**src/rtl/fifo_word_packer_pkg.sv**
```systemverilog
// -----------------------------------------------------------------------------
// fifo_word_packer_pkg
//   Shared helpers for the FIFO word packer.
//   - cnt_width:  bits needed to hold an entry count of 0..pack_ratio.
//   - slot_slice: maps the logical slot (pop order) to the slice of the
//                 packed output word that the entry occupies.
// -----------------------------------------------------------------------------
package fifo_word_packer_pkg;

  // Width of a counter able to hold 0..pack_ratio inclusive.
  function automatic int cnt_width(input int pack_ratio);
    return $clog2(pack_ratio + 1);
  endfunction

  // Slot k is the k-th entry popped. With lsb_first the first entry lands in
  // the lowest slice; otherwise the first entry lands in the top slice.
  function automatic int slot_slice(input int slot, input int pack_ratio,
                                    input bit lsb_first);
    if (lsb_first) begin
      return slot;
    end else begin
      return pack_ratio - 1 - slot;
    end
  endfunction

endpackage

```
**src/rtl/fifo_word_packer.sv**
```systemverilog
// -----------------------------------------------------------------------------
// fifo_word_packer
//   Pops FIFO_WIDTH-bit entries from an upstream FIFO and packs PACK_RATIO
//   consecutive entries into one wide word presented on a valid/ready port.
//   A flush pulse forces out a partially filled word (unused slots zeroed).
// Ports:
//   clk, rst    rising-edge clock, asynchronous active-high reset
//   fifo_data   FIFO read data, valid the cycle after fifo_rd_en was high
//   fifo_empty  FIFO empty flag
//   fifo_rd_en  pop request (combinational)
//   flush       single-cycle request to emit the partial word
//   out_data    packed word (registered)
//   out_count   number of valid entries in out_data (registered)
//   out_valid   out_data/out_count valid (registered)
//   out_ready   consumer accepts when out_valid && out_ready
//   busy        read pending, partial word held, or flush outstanding
// -----------------------------------------------------------------------------
module fifo_word_packer
  import fifo_word_packer_pkg::*;
#(
  parameter int FIFO_WIDTH = 8,
  parameter int PACK_RATIO = 4,
  parameter bit LSB_FIRST  = 1'b1
) (
  input  logic                              clk,
  input  logic                              rst,
  input  logic [FIFO_WIDTH-1:0]             fifo_data,
  input  logic                              fifo_empty,
  output logic                              fifo_rd_en,
  input  logic                              flush,
  output logic [FIFO_WIDTH*PACK_RATIO-1:0]  out_data,
  output logic [cnt_width(PACK_RATIO)-1:0]  out_count,
  output logic                              out_valid,
  input  logic                              out_ready,
  output logic                              busy
);

  localparam int              CW       = cnt_width(PACK_RATIO);
  localparam int              WW       = FIFO_WIDTH * PACK_RATIO;
  localparam logic [CW-1:0]   FULL_CNT = CW'(PACK_RATIO);

  // Accumulator stored in pop order: slot k occupies acc[k*FIFO_WIDTH +: FIFO_WIDTH].
  // The LSB_FIRST mapping is applied only when the word is copied out.
  logic [WW-1:0] acc;
  logic [CW-1:0] cnt;
  logic          pend;
  logic          flush_req;

  logic          out_free;
  logic          full;
  logic          flush_go;
  logic          xfer;
  logic          flush_done;
  logic [CW-1:0] eff_cnt;
  logic [CW:0]   demand;
  logic [WW-1:0] packed_word;

  // Transfer decision and pop request. eff_cnt is the fill level after any
  // transfer this cycle, so a full word that leaves frees room for new pops.
  always_comb begin
    out_free   = !out_valid || out_ready;
    full       = (cnt == FULL_CNT);
    flush_go   = flush_req && !pend && (cnt != CW'(0));
    xfer       = out_free && (full || flush_go);
    eff_cnt    = xfer ? CW'(0) : cnt;
    // Entries already held plus the one still in flight must leave room.
    demand     = {1'b0, eff_cnt} + {{CW{1'b0}}, pend};
    fifo_rd_en = !fifo_empty && !flush_req && (demand < (CW+1)'(PACK_RATIO));
    // A flush completes on its own partial transfer, or immediately when
    // nothing is held or in flight. A full-word transfer does not end it.
    flush_done = (xfer && !full) || ((cnt == CW'(0)) && !pend);
    busy       = pend || (cnt != CW'(0)) || flush_req;
  end

  // Build the outgoing word: slots at or beyond cnt are zeroed, and each
  // populated slot is routed to its LSB_FIRST-dependent slice.
  always_comb begin
    packed_word = '0;
    for (int k = 0; k < PACK_RATIO; k++) begin
      if (CW'(k) < cnt) begin
        packed_word[slot_slice(k, PACK_RATIO, LSB_FIRST)*FIFO_WIDTH +: FIFO_WIDTH] =
          acc[k*FIFO_WIDTH +: FIFO_WIDTH];
      end else begin
        packed_word[slot_slice(k, PACK_RATIO, LSB_FIRST)*FIFO_WIDTH +: FIFO_WIDTH] =
          '0;
      end
    end
  end

  // Accumulator fill: the entry returned for last cycle's pop lands in the
  // first free slot after any transfer happening this cycle.
  always_ff @(posedge clk or posedge rst) begin
    if (rst) begin
      acc  <= '0;
      cnt  <= '0;
      pend <= 1'b0;
    end else begin
      pend <= fifo_rd_en;
      if (pend) begin
        for (int k = 0; k < PACK_RATIO; k++) begin
          if (eff_cnt == CW'(k)) begin
            acc[k*FIFO_WIDTH +: FIFO_WIDTH] <= fifo_data;
          end
        end
        cnt <= eff_cnt + CW'(1);
      end else begin
        cnt <= eff_cnt;
      end
    end
  end

  // Flush request latch; a new flush while one is outstanding is absorbed.
  always_ff @(posedge clk or posedge rst) begin
    if (rst) begin
      flush_req <= 1'b0;
    end else if (flush_req) begin
      if (flush_done) begin
        flush_req <= 1'b0;
      end else begin
        flush_req <= 1'b1;
      end
    end else begin
      flush_req <= flush;
    end
  end

  // Output register: loaded on transfer, cleared on acceptance, otherwise
  // held so data and count stay stable under back-pressure.
  always_ff @(posedge clk or posedge rst) begin
    if (rst) begin
      out_data  <= '0;
      out_count <= '0;
      out_valid <= 1'b0;
    end else if (xfer) begin
      out_data  <= packed_word;
      out_count <= cnt;
      out_valid <= 1'b1;
    end else if (out_valid && out_ready) begin
      out_valid <= 1'b0;
    end else begin
      out_valid <= out_valid;
    end
  end

endmodule

```
**config.mk**
```make
export PLATFORM = sky130hd
export DESIGN_NAME = fifo_word_packer
export DESIGN_NICKNAME = d
export VERILOG_FILES = /design/src/rtl/fifo_word_packer_pkg.sv /design/src/rtl/fifo_word_packer.sv
export SDC_FILE = /design/constraint.sdc
export NUM_CORES = 1
export LEC_CHECK = 0
export CAP_MARGIN = 20
export CORE_UTILIZATION = 60
export CTS_BUF_LIST = sky130_fd_sc_hd__clkbuf_4 sky130_fd_sc_hd__clkbuf_8
export CTS_CLUSTER_DIAMETER = 60
export DETAILED_ROUTE_END_ITERATION = 10
export GPL_TIMING_DRIVEN = 0
export PLACE_DENSITY = 0.87
export SETUP_SLACK_MARGIN = 0.02
export SLEW_MARGIN = 20
export SYNTH_ARGS = -nofsm -noshare
export SYNTH_HDL_FRONTEND = slang
export SYNTH_SLANG_ARGS = --single-unit
```
**constraint.sdc**
```tcl
create_clock -name clk -period 6.2 [get_ports clk]
set_clock_uncertainty 0.1 [all_clocks]
set_input_delay 1.86 -clock clk [delete_from_list [all_inputs] [get_ports clk]]
set_output_delay 1.86 -clock clk [all_outputs]
set_load 0.005 [all_outputs]
```
* After elaboration in Yosys (flattened, before gate mapping) *
Cells that the tools add are included.

storage, ports and cells
  flip-flop bits (word level) = 73
  input bits = 13
  output and inout bits = 38
  word-level logic and storage cells = 97

cells by class
  $add $sub $neg = 10
  $lt $le $gt $ge = 5
  equal/unequal tests = 4
  shift-type cells = 16
  mux-type cells = 24
  bitwise logic cells = 2
  reductions and logical operators = 26

operators with widths
  kind                                                                          number
  32-bit negation with 33-bit output                                            8
  8-bit by 33-bit variable shift with 32-bit output, first input constant       8
  29-bit two-way mux                                                            8
  32-bit bitwise mux                                                            6
  8-bit by 33-bit indexed part select with 32-bit output                        4
  8-bit by 33-bit indexed part select with 32-bit output, first input constant  4
  32-bit two-way mux                                                            4
  32-bit bitwise AND                                                            2
  1-bit logical AND                                                             8
  2-bit AND reduction                                                           4
  3-bit by 2-bit == test with 1-bit output, second input constant               2
  3-bit zero test                                                               2
  1-bit by 3-bit < comparator with 1-bit output, first input constant           2
  2-bit by 3-bit < comparator with 1-bit output, first input constant           2
  3-bit two-way mux                                                             2
  1-bit zero test                                                               5
  1-bit logical OR                                                              5
  3-bit by 1-bit adder with 4-bit output                                        1
  4-bit by 3-bit < comparator with 1-bit output, second input constant          1
  1-bit two-way mux                                                             4
  3-bit by 1-bit adder with 3-bit output, second input constant                 1
  3-bit by 1-bit == test with 1-bit output, second input constant               1
  3-bit == test, second input constant                                          1
  3-bit nonzero test                                                            1
  2-bit nonzero test                                                            1

* Longest topological paths before layout *
Gate-level depths: netlist (run 1).

  word-level depth = 12
  depth in mapped cells = 10
  gate-level depth less buffers = 7

* Worst setup path after synthesis (run 1) *
No wires, ideal clock.

  kind = input to output
  from = input out_ready
  to = output fifo_rd_en
  arrival = 3.003 ns
  required time = 4.240 ns
  setup slack = 1.237 ns
  stages on the path = 7
  buffers on the path = 0
  cells stage by stage = nand2b_1 o21ai_0 and2_1 ha_1 nand2_1 nand2_1 a211oi_1

between the ends
  cells in the longest elaborated chain, start to end = 6

ends and longest elaborated chain
  what                                           line                    source
  start: declaration                             fifo_word_packer.sv:34  input logic out_ready,
  1-bit logical OR                               fifo_word_packer.sv:61  out_free = !out_valid || out_ready;
  1-bit logical AND                              fifo_word_packer.sv:64  xfer = out_free && (full || flush_go);
  3-bit two-way mux                              fifo_word_packer.sv:65  eff_cnt = xfer ? CW'(0) : cnt;
  3-bit by 1-bit adder with 4-bit output         fifo_word_packer.sv:67  demand = {1'b0, eff_cnt} + {{CW{1'b0}}, pend};
  4-bit by 3-bit < comparator with 1-bit output  fifo_word_packer.sv:68  fifo_rd_en = !fifo_empty && !flush_req && (demand < (CW+1)'(PACK_RATIO));
  1-bit logical AND                              fifo_word_packer.sv:68
  end: declaration                               fifo_word_packer.sv:29  output logic fifo_rd_en,

Every way passes these cells.

* Final worst setup path (run 1) *
Ends and elaborated chain as after synthesis.

==> results of run 1 <==
[through the flow]
stage	area, um^2	hold slack (ns)	setup WS [ns]	util (%)
2_1_floorplan	3370	0.366	1.24	-
3_3_place_gp	3960	0.375	0.0152	75.0
3_5_place_dp	3980	0.384	0.0151	75.5
4_1_cts	4160	0.400	0.0477	78.9
5_1_grt	4170	0.412	0.0324	79.1
6_report	4170	0.401	0.168	79.1
[area by class of cell]
| cell class | instances | area, um^2 | area share [%] |
|---|---|---|---|
| flip-flops and latches | 73 | 1830 | 43.8 |
| multi-input cells | 184 | 1380 | 33.0 |
| inverters | 11 | 43.8 | 1.05 |
| clock buffers | 13 | 166 | 3.99 |
| well taps | 70 | 87.6 | 2.10 |
| clock inverters | 3 | 15.0 | 0.360 |
| repair buffers | 51 | 520 | 12.5 |
| plain buffers | 25 | 131 | 3.15 |
[flip-flops by register name, indices dropped and copies added (netlist names)]
| register | cells |
|---|---|
| out_valid | 1 |
| out_count | 3 |
| acc | 32 |
| cnt | 3 |
| flush_req | 1 |
| pend | 1 |
| out_data | 32 |
[metal layers]
metal / vias up / part of all wire, % / global-route usage [%]
met2: 106 / 48 / 44.7
met1: 1348 / 44 / 37.4
met3: 16 / 5.9 / 7.86
met4: 0 / 2.2 / 13.5
met5: - / 0 / 0
li1: 1217 / - / -
[worst paths after layout]
check | start | endpoint | slack [ns] | cells after the start
max in group asynchronous | rst | out_count[1] | 3.68 | 3
worst min-delay path | acc[28] | out_data[28] | 0.40 | 1
worst min register to register | acc[28] | out_data[28] | 0.40 | 1
worst max register to register | pend | acc[7] | 3.29 | 9
min in group asynchronous | rst | out_data[3] | 1.77 | 2
worst max-delay path | out_ready | fifo_rd_en | 0.17 | 9
[worst register-to-register path: cells and delay by family (launching register included)]
kind,cells,cell delay [ns]
adder cells (fa/ha/maj),1,0.22
AND/OR/NAND/NOR,2,0.39
flip-flops,1,0.40
AO/OA/AOI/OAI,3,0.89
buffers and inverters,3,0.76
[report_power, final]
part           total, mW  internal, mW  switching (mW)
clock network      0.338         0.174           0.164
registers          0.714         0.628          0.0861
logic              0.776         0.347           0.430
[Yosys cell counts (all sizes together) (4+ instances only)]
cell type | count | area share (%)
dfrtp | 73 | 54
nand2 | 26 | 2.9
o22ai | 16 | 3.0
ha | 6 | 2.2
clkbuf | 7 | 0.82
o311ai | 8 | 2.1
o21ai | 11 | 1.6
a22o | 18 | 4.7
nand3 | 24 | 3.6
mux2 | 16 | 5.4
nor2 | 12 | 1.4
a221o | 8 | 2.4
a2111oi | 8 | 3.9
inv | 11 | 1.2
a21oi | 4 | 0.59
buf | 18 | 3.1
[logic make-up after synthesis]
logic type / after synthesis / share of synthesized area (%)
AND/OR/NAND/NOR: 77 / 11.5
flip-flops: 73 / 54.3
buffers and inverters: 36 / 5.13
adder cells (fa/ha/maj): 6 / 2.23
AO/OA/AOI/OAI: 85 / 21.5
multiplexers: 16 / 5.35
[what timing repair did]
action | CTS | global route
endpoints found under the setup margin | 1 | 1
hold endpoints to repair | 0 | 0
pin swaps | 0 | 0
gates cloned | 0 | 0
buffers inserted | 0 | 0
resized for setup | 1 | 2
==> out/summary.txt, run 1 <==
Slew Viols, Final -> 0
Routed wire length -> 7720 um
CP max-delay cell -> clkdlybuf4s50_1
Status -> completed
Max_slew headroom -> 54.6%
Hold WC Path Type -> reg2reg
Post-DRT Antenna Nets -> 0
Share of cells above drive strength 1 -> 18.6%
Layout area overhead -> 23.7%
Total track usage -> 28.7%
Arrival @ worst endpoint -> 4.07 ns
First-pass GRT wire length -> 12900 um
Drt pass-1 iters -> 4
# setup viols final -> 0
Worst Path Required -> 4.24 ns
Worst slew pin tran -> 0.679 ns
Gr ovfl total -> 0
Post-synthesis cell count -> 293
Crit path max fanout -> 6
Synth Register Bits -> 73
Port Buffers -> 50
Static leakage -> 1.81 nW
Final hold vios -> 0
Routability cong. -> 0.878
Core area -> 5270 um^2
Drt wl/cell -> 17.9 um
Final Cycle Share -> 97.3%
Placed cells -> 414
Clock slew at reported path FFs -> 0.07 ns
CTS tree -> yes
Fmax -> 166 MHz
Crit-path cells -> clkdlybuf4s50_1, nand2b_2, o21ai_1, and2_1, ha_1, nand2_1, nand2_1, a211oi_2, clkdlybuf4s50_1
Sequential-to-total area share from yosys stat -> 54.3%
Routed vias/inst -> 6.25
Tot Pwr -> 1.83 mW
Clk buf depth -> 2
Initial core utilization -> 63.9%
Post-synth ARST share -> 100%
Full die area -> 5920 um^2
Post-synth net total -> 312
Clock tree root buffer cell -> clkbuf_8
Final Non-Filler Cells -> 430
Clock period minus worst slack -> 6.03 ns
Yosys warns -> 0
CP bufs+invs -> 2
Most used DFF post-synth -> dfrtp_1
Number of global-route vias before repair -> 2654
# hold bufs at CTS -> 0
Routed via count -> 2687
Worst skew pair latency -> 0.35 ns
CTS Buf Count -> 9
DRT iter0 DRCs -> 198
DR DRC count -> 0
Initial antenna violation count -> 0
Die X -> 76.9 um
Netlist cell types -> 39
Final setup TNS -> 0 ns
Ant diodes -> 0
CTS sink cnt -> 73
VDD IR-drop max -> 235 uV
Largest net degree at the start of global routing -> 39
Commonest non-fill, non-tap cell in the layout -> dfrtp_1
Avg Inst Size Synth -> 11.5 um^2
Commonest non-fill, non-tap cells in the layout -> dfrtp_1 (73), clkdlybuf4s50_1 (50), nand2_1 (26)
PD cells -> 439 nW/um^2
Chip height -> 76.9 um
Nets@finish -> 374
Fillers -> 354
Critical path class -> in2out
Post-synthesis cell area -> 3370 um^2
Largest stage delay, worst path -> 0.54 ns
Element type at the critical path start -> input port
Crit end category -> primary output
CP top delay family -> buffers and inverters
Max-Cap Viols -> 0
Io pins -> 51
CTS H-tree lvls -> 3
Post-synth EDFFs -> 0
Row count -> 26
RSZ-0062 raised after global routing -> no
Post-DP HPWL -> 5600 um
(Power assumes the default switching activity.)
==> run 2: changes to the inputs <==
--- a/config.mk
+++ b/config.mk
@@ -12,6 +12,7 @@
 export DETAILED_ROUTE_END_ITERATION = 10
 export GPL_TIMING_DRIVEN = 0
 export PLACE_DENSITY = 0.87
+export RECOVER_POWER = 50
 export SETUP_SLACK_MARGIN = 0.02
 export SLEW_MARGIN = 20
 export SYNTH_ARGS = -nofsm -noshare
==> constraint.sdc (replaced) <==
create_clock -name clk -period 6.2 [get_ports clk]
set_clock_uncertainty 0.1 [all_clocks]
set_input_delay 0.62 -clock clk [delete_from_list [all_inputs] [get_ports clk]]
set_output_delay 0.62 -clock clk [all_outputs]
set_load 0.005 [all_outputs]
==> run 2 against run 1 <==
Compared with the run above:
- the flow now finishes with violations (capacitance limit, slew limit)
- fmax is 58% higher
- highest routed layer unchanged
- total power shrank 1.4%
- non-clock buffer count did not move
- worst setup slack gained 2.2 ns
- sequential share of layout area rose by 0.35 points
- global-route usage about the same
- first-iteration DRC count is 7.1% higher
- clock power barely moved
- largest power group unchanged
- flip-flop and latch count did not move
==> out/summary.txt, run 2 (same netlist as run 1, synthesis figures left out) <==
Clk buf depth -> 2 (unchanged)
Final hold vios -> 0 (unchanged)
CP top delay family -> buffers and inverters
CTS sink cnt -> 73 (unchanged)
CP bufs+invs -> 2 (unchanged)
Commonest non-fill, non-tap cell in the layout -> dfrtp_1
DR DRC count -> 0 (unchanged)
Drt wl/cell -> 17.8 um (-0.87%)
PD cells -> 436 nW/um^2 (-0.60%)
# setup viols final -> 0 (unchanged)
# hold bufs at CTS -> 0 (unchanged)
Regs by FF count -> acc (32), out_data (32)
CP Capture Point -> fifo_rd_en
R2R Setup Slk -> 3.07 ns (-0.22 ns)
Element type at the critical path start -> input port
CTS Buf Count -> 9 (unchanged)
Share of cells above drive strength 1 -> 16.9% (-1.7 points)
Ant diodes -> 0 (unchanged)
FF-to-FF path depth -> 9 (unchanged)
Drt pass-1 iters -> 4 (unchanged)
Nets@finish -> 374 (unchanged)
Routability cong. -> 0.878 (unchanged)
Tot Pwr -> 1.80 mW (-1.4%)
Most frequent cell on the critical path -> nand2_1
Routed via count -> 2638 (-1.8%)
Critical path class -> in2out
Die X -> 76.9 um (unchanged)
Worst Path Required -> 5.48 ns (+1.24 ns)
Commonest non-fill, non-tap cells in the layout -> dfrtp_1 (73), clkdlybuf4s50_1 (33), nand2_1 (26)
Chip height -> 76.9 um (unchanged)
Clock period minus worst slack -> 3.81 ns (-2.22 ns)
Largest stage delay, worst path -> 0.57 ns (+0.03 ns)
Postcts setup bufs -> 0 (unchanged)
Port Buffers -> 50 (unchanged)
Final Cycle Share -> 61.5% (-36 points)
Core area -> 5270 um^2 (unchanged)
CP max-delay cell -> clkdlybuf4s50_1
Worst slew pin tran -> 1.92 ns (+1.24 ns)
RSZ-0062 raised after global routing -> no
Fillers -> 361 (+2.0%)
Crit-path cells -> dlygate4sd3_1, nand2b_1, o21ai_0, and2_1, ha_1, nand2_1, nand2_1, a211oi_1, clkdlybuf4s50_1
Status -> complete, but fails checks
Post-DP HPWL -> 5600 um (unchanged)
CTS tree -> yes
Hold WC Path Type -> reg2reg
Levels on crit path -> 9 (unchanged)
Failing checks -> capacitance limit, slew limit
Fmax -> 262 MHz (+58%)
Post-route cell area -> 4130 um^2 (-0.78%)
Placed cell area -> 3980 um^2 (unchanged)
Post-DRT Antenna Nets -> 0 (unchanged)
CTS H-tree lvls -> 3 (unchanged)
VDD IR-drop max -> 234 uV (-0.60%)
Critical Path Source -> out_ready
Full die area -> 5920 um^2 (unchanged)
Multi-input logic area -> 1360 um^2 (-0.91%)
Static leakage -> 1.83 nW (+0.91%)
Initial antenna violation count -> 0 (unchanged)
Worst skew pair latency -> 0.35 ns (about the same)
Max_slew headroom -> -28.0% (-83 points)
Routed vias/inst -> 6.13 (-1.8%)
Io pins -> 51 (unchanged)
Initial core utilization -> 63.9% (unchanged)
Launching point of the worst reg2reg path -> pend
Number of global-route vias before repair -> 2654 (unchanged)
Row count -> 26 (unchanged)
Arrival @ worst endpoint -> 3.09 ns (-0.98 ns)
Crit path max fanout -> 6 (unchanged)
Seq. cell area -> 1830 um^2 (unchanged)
Layout area overhead -> 22.8%
Final setup TNS -> 0 ns (unchanged)
Max-Cap Viols -> 2 (+2)
First-pass GRT wire length -> 12900 um (-0.11%)
FF-to-FF End -> acc[7]
Fin Hold WS -> 0.399 ns (-0.00279 ns)
DRT iter0 DRCs -> 212 (+7.1%)
Largest net degree at the start of global routing -> 39 (unchanged)
Clock tree root buffer cell -> clkbuf_8
Slew Viols, Final -> 76 (+76)
Routed wire length -> 7650 um (-0.87%)
Crit end category -> primary output
Clock slew at reported path FFs -> 0.06 ns (about the same)
Total track usage -> 28.7% (about the same)
CTS resizes -> 0 (-1)
Gr ovfl total -> 0 (unchanged)
[run 2: cell count changes in the layout (fill, tap and decap cells not counted), moves of 2 or more]
cell,before,now
clkdlybuf4s50_1,50,33
dlygate4sd3_1,0,17
clkbuf_1,6,9
buf_2,11,9
[run 2: how the worst min path moves through the flow]
stage                      start      endpoint  slack [ns]  cells past startpoint
floorplan                 acc[8]   out_data[8]        0.37                      1
global placement         acc[28]  out_data[28]        0.37                      1
detailed placement  out_data[29]  out_data[29]        0.38                      1
CTS                      acc[28]  out_data[28]        0.40                      1
global route             acc[28]  out_data[28]        0.41                      1
finish               out_data[4]   out_data[4]        0.40                      1
[run 2: cell type report]
| class | count | area share [%] |
|---|---|---|
| sequential | 73 | 44.2 |
| multi-input combinational | 184 | 33.0 |
| timing repair buffer | 51 | 12.2 |
| clock buffer | 13 | 4.03 |
| buffer | 25 | 3.12 |
| tap | 70 | 2.12 |
| inverter | 11 | 1.03 |
| clock inverter | 3 | 0.363 |
[run 2: per-layer routing]
metal | vias up | share of wire, % | routed length, um | track usage, %
li1 | 1218 | - | - | -
met1 | 1305 | 43 | 3320 | 37.3
met2 | 98 | 48 | 3680 | 44.7
met3 | 17 | 6.1 | 469 | 7.86
met4 | 0 | 2.3 | 176 | 13.5
met5 | - | 0 | 0 | 0
[run 2: worst register-to-register path: cells and delay by family (launching register included)]
| family | cells | cell delay, ns |
|---|---|---|
| buffers and inverters | 3 | 0.85 |
| flip-flops | 1 | 0.39 |
| AO/OA/AOI/OAI | 3 | 1.04 |
| AND/OR/NAND/NOR | 2 | 0.39 |
| adder cells (fa/ha/maj) | 1 | 0.22 |
[run 2: where the power goes]
group | leakage [nW] | switching, mW | total (mW) | internal [mW]
clock network | 0.100 | 0.164 | 0.338 | 0.174
registers | 0.976 | 0.0829 | 0.710 | 0.628
logic | 0.756 | 0.425 | 0.754 | 0.329
total | 1.83 | 0.672 | 1.80 | 1.13
[run 2: metrics by stage]
| step | util (%) | setup slack [ns] | cells |
|---|---|---|---|
| finish | 78.4 | 2.39 | 430 |
| global route | 78.4 | 2.01 | 430 |
| CTS | 78.9 | 2.45 | 430 |
| detailed placement | 75.5 | 2.50 | 414 |
| global placement | 75.0 | 2.50 | 413 |
| floorplan | - | 3.63 | 293 |
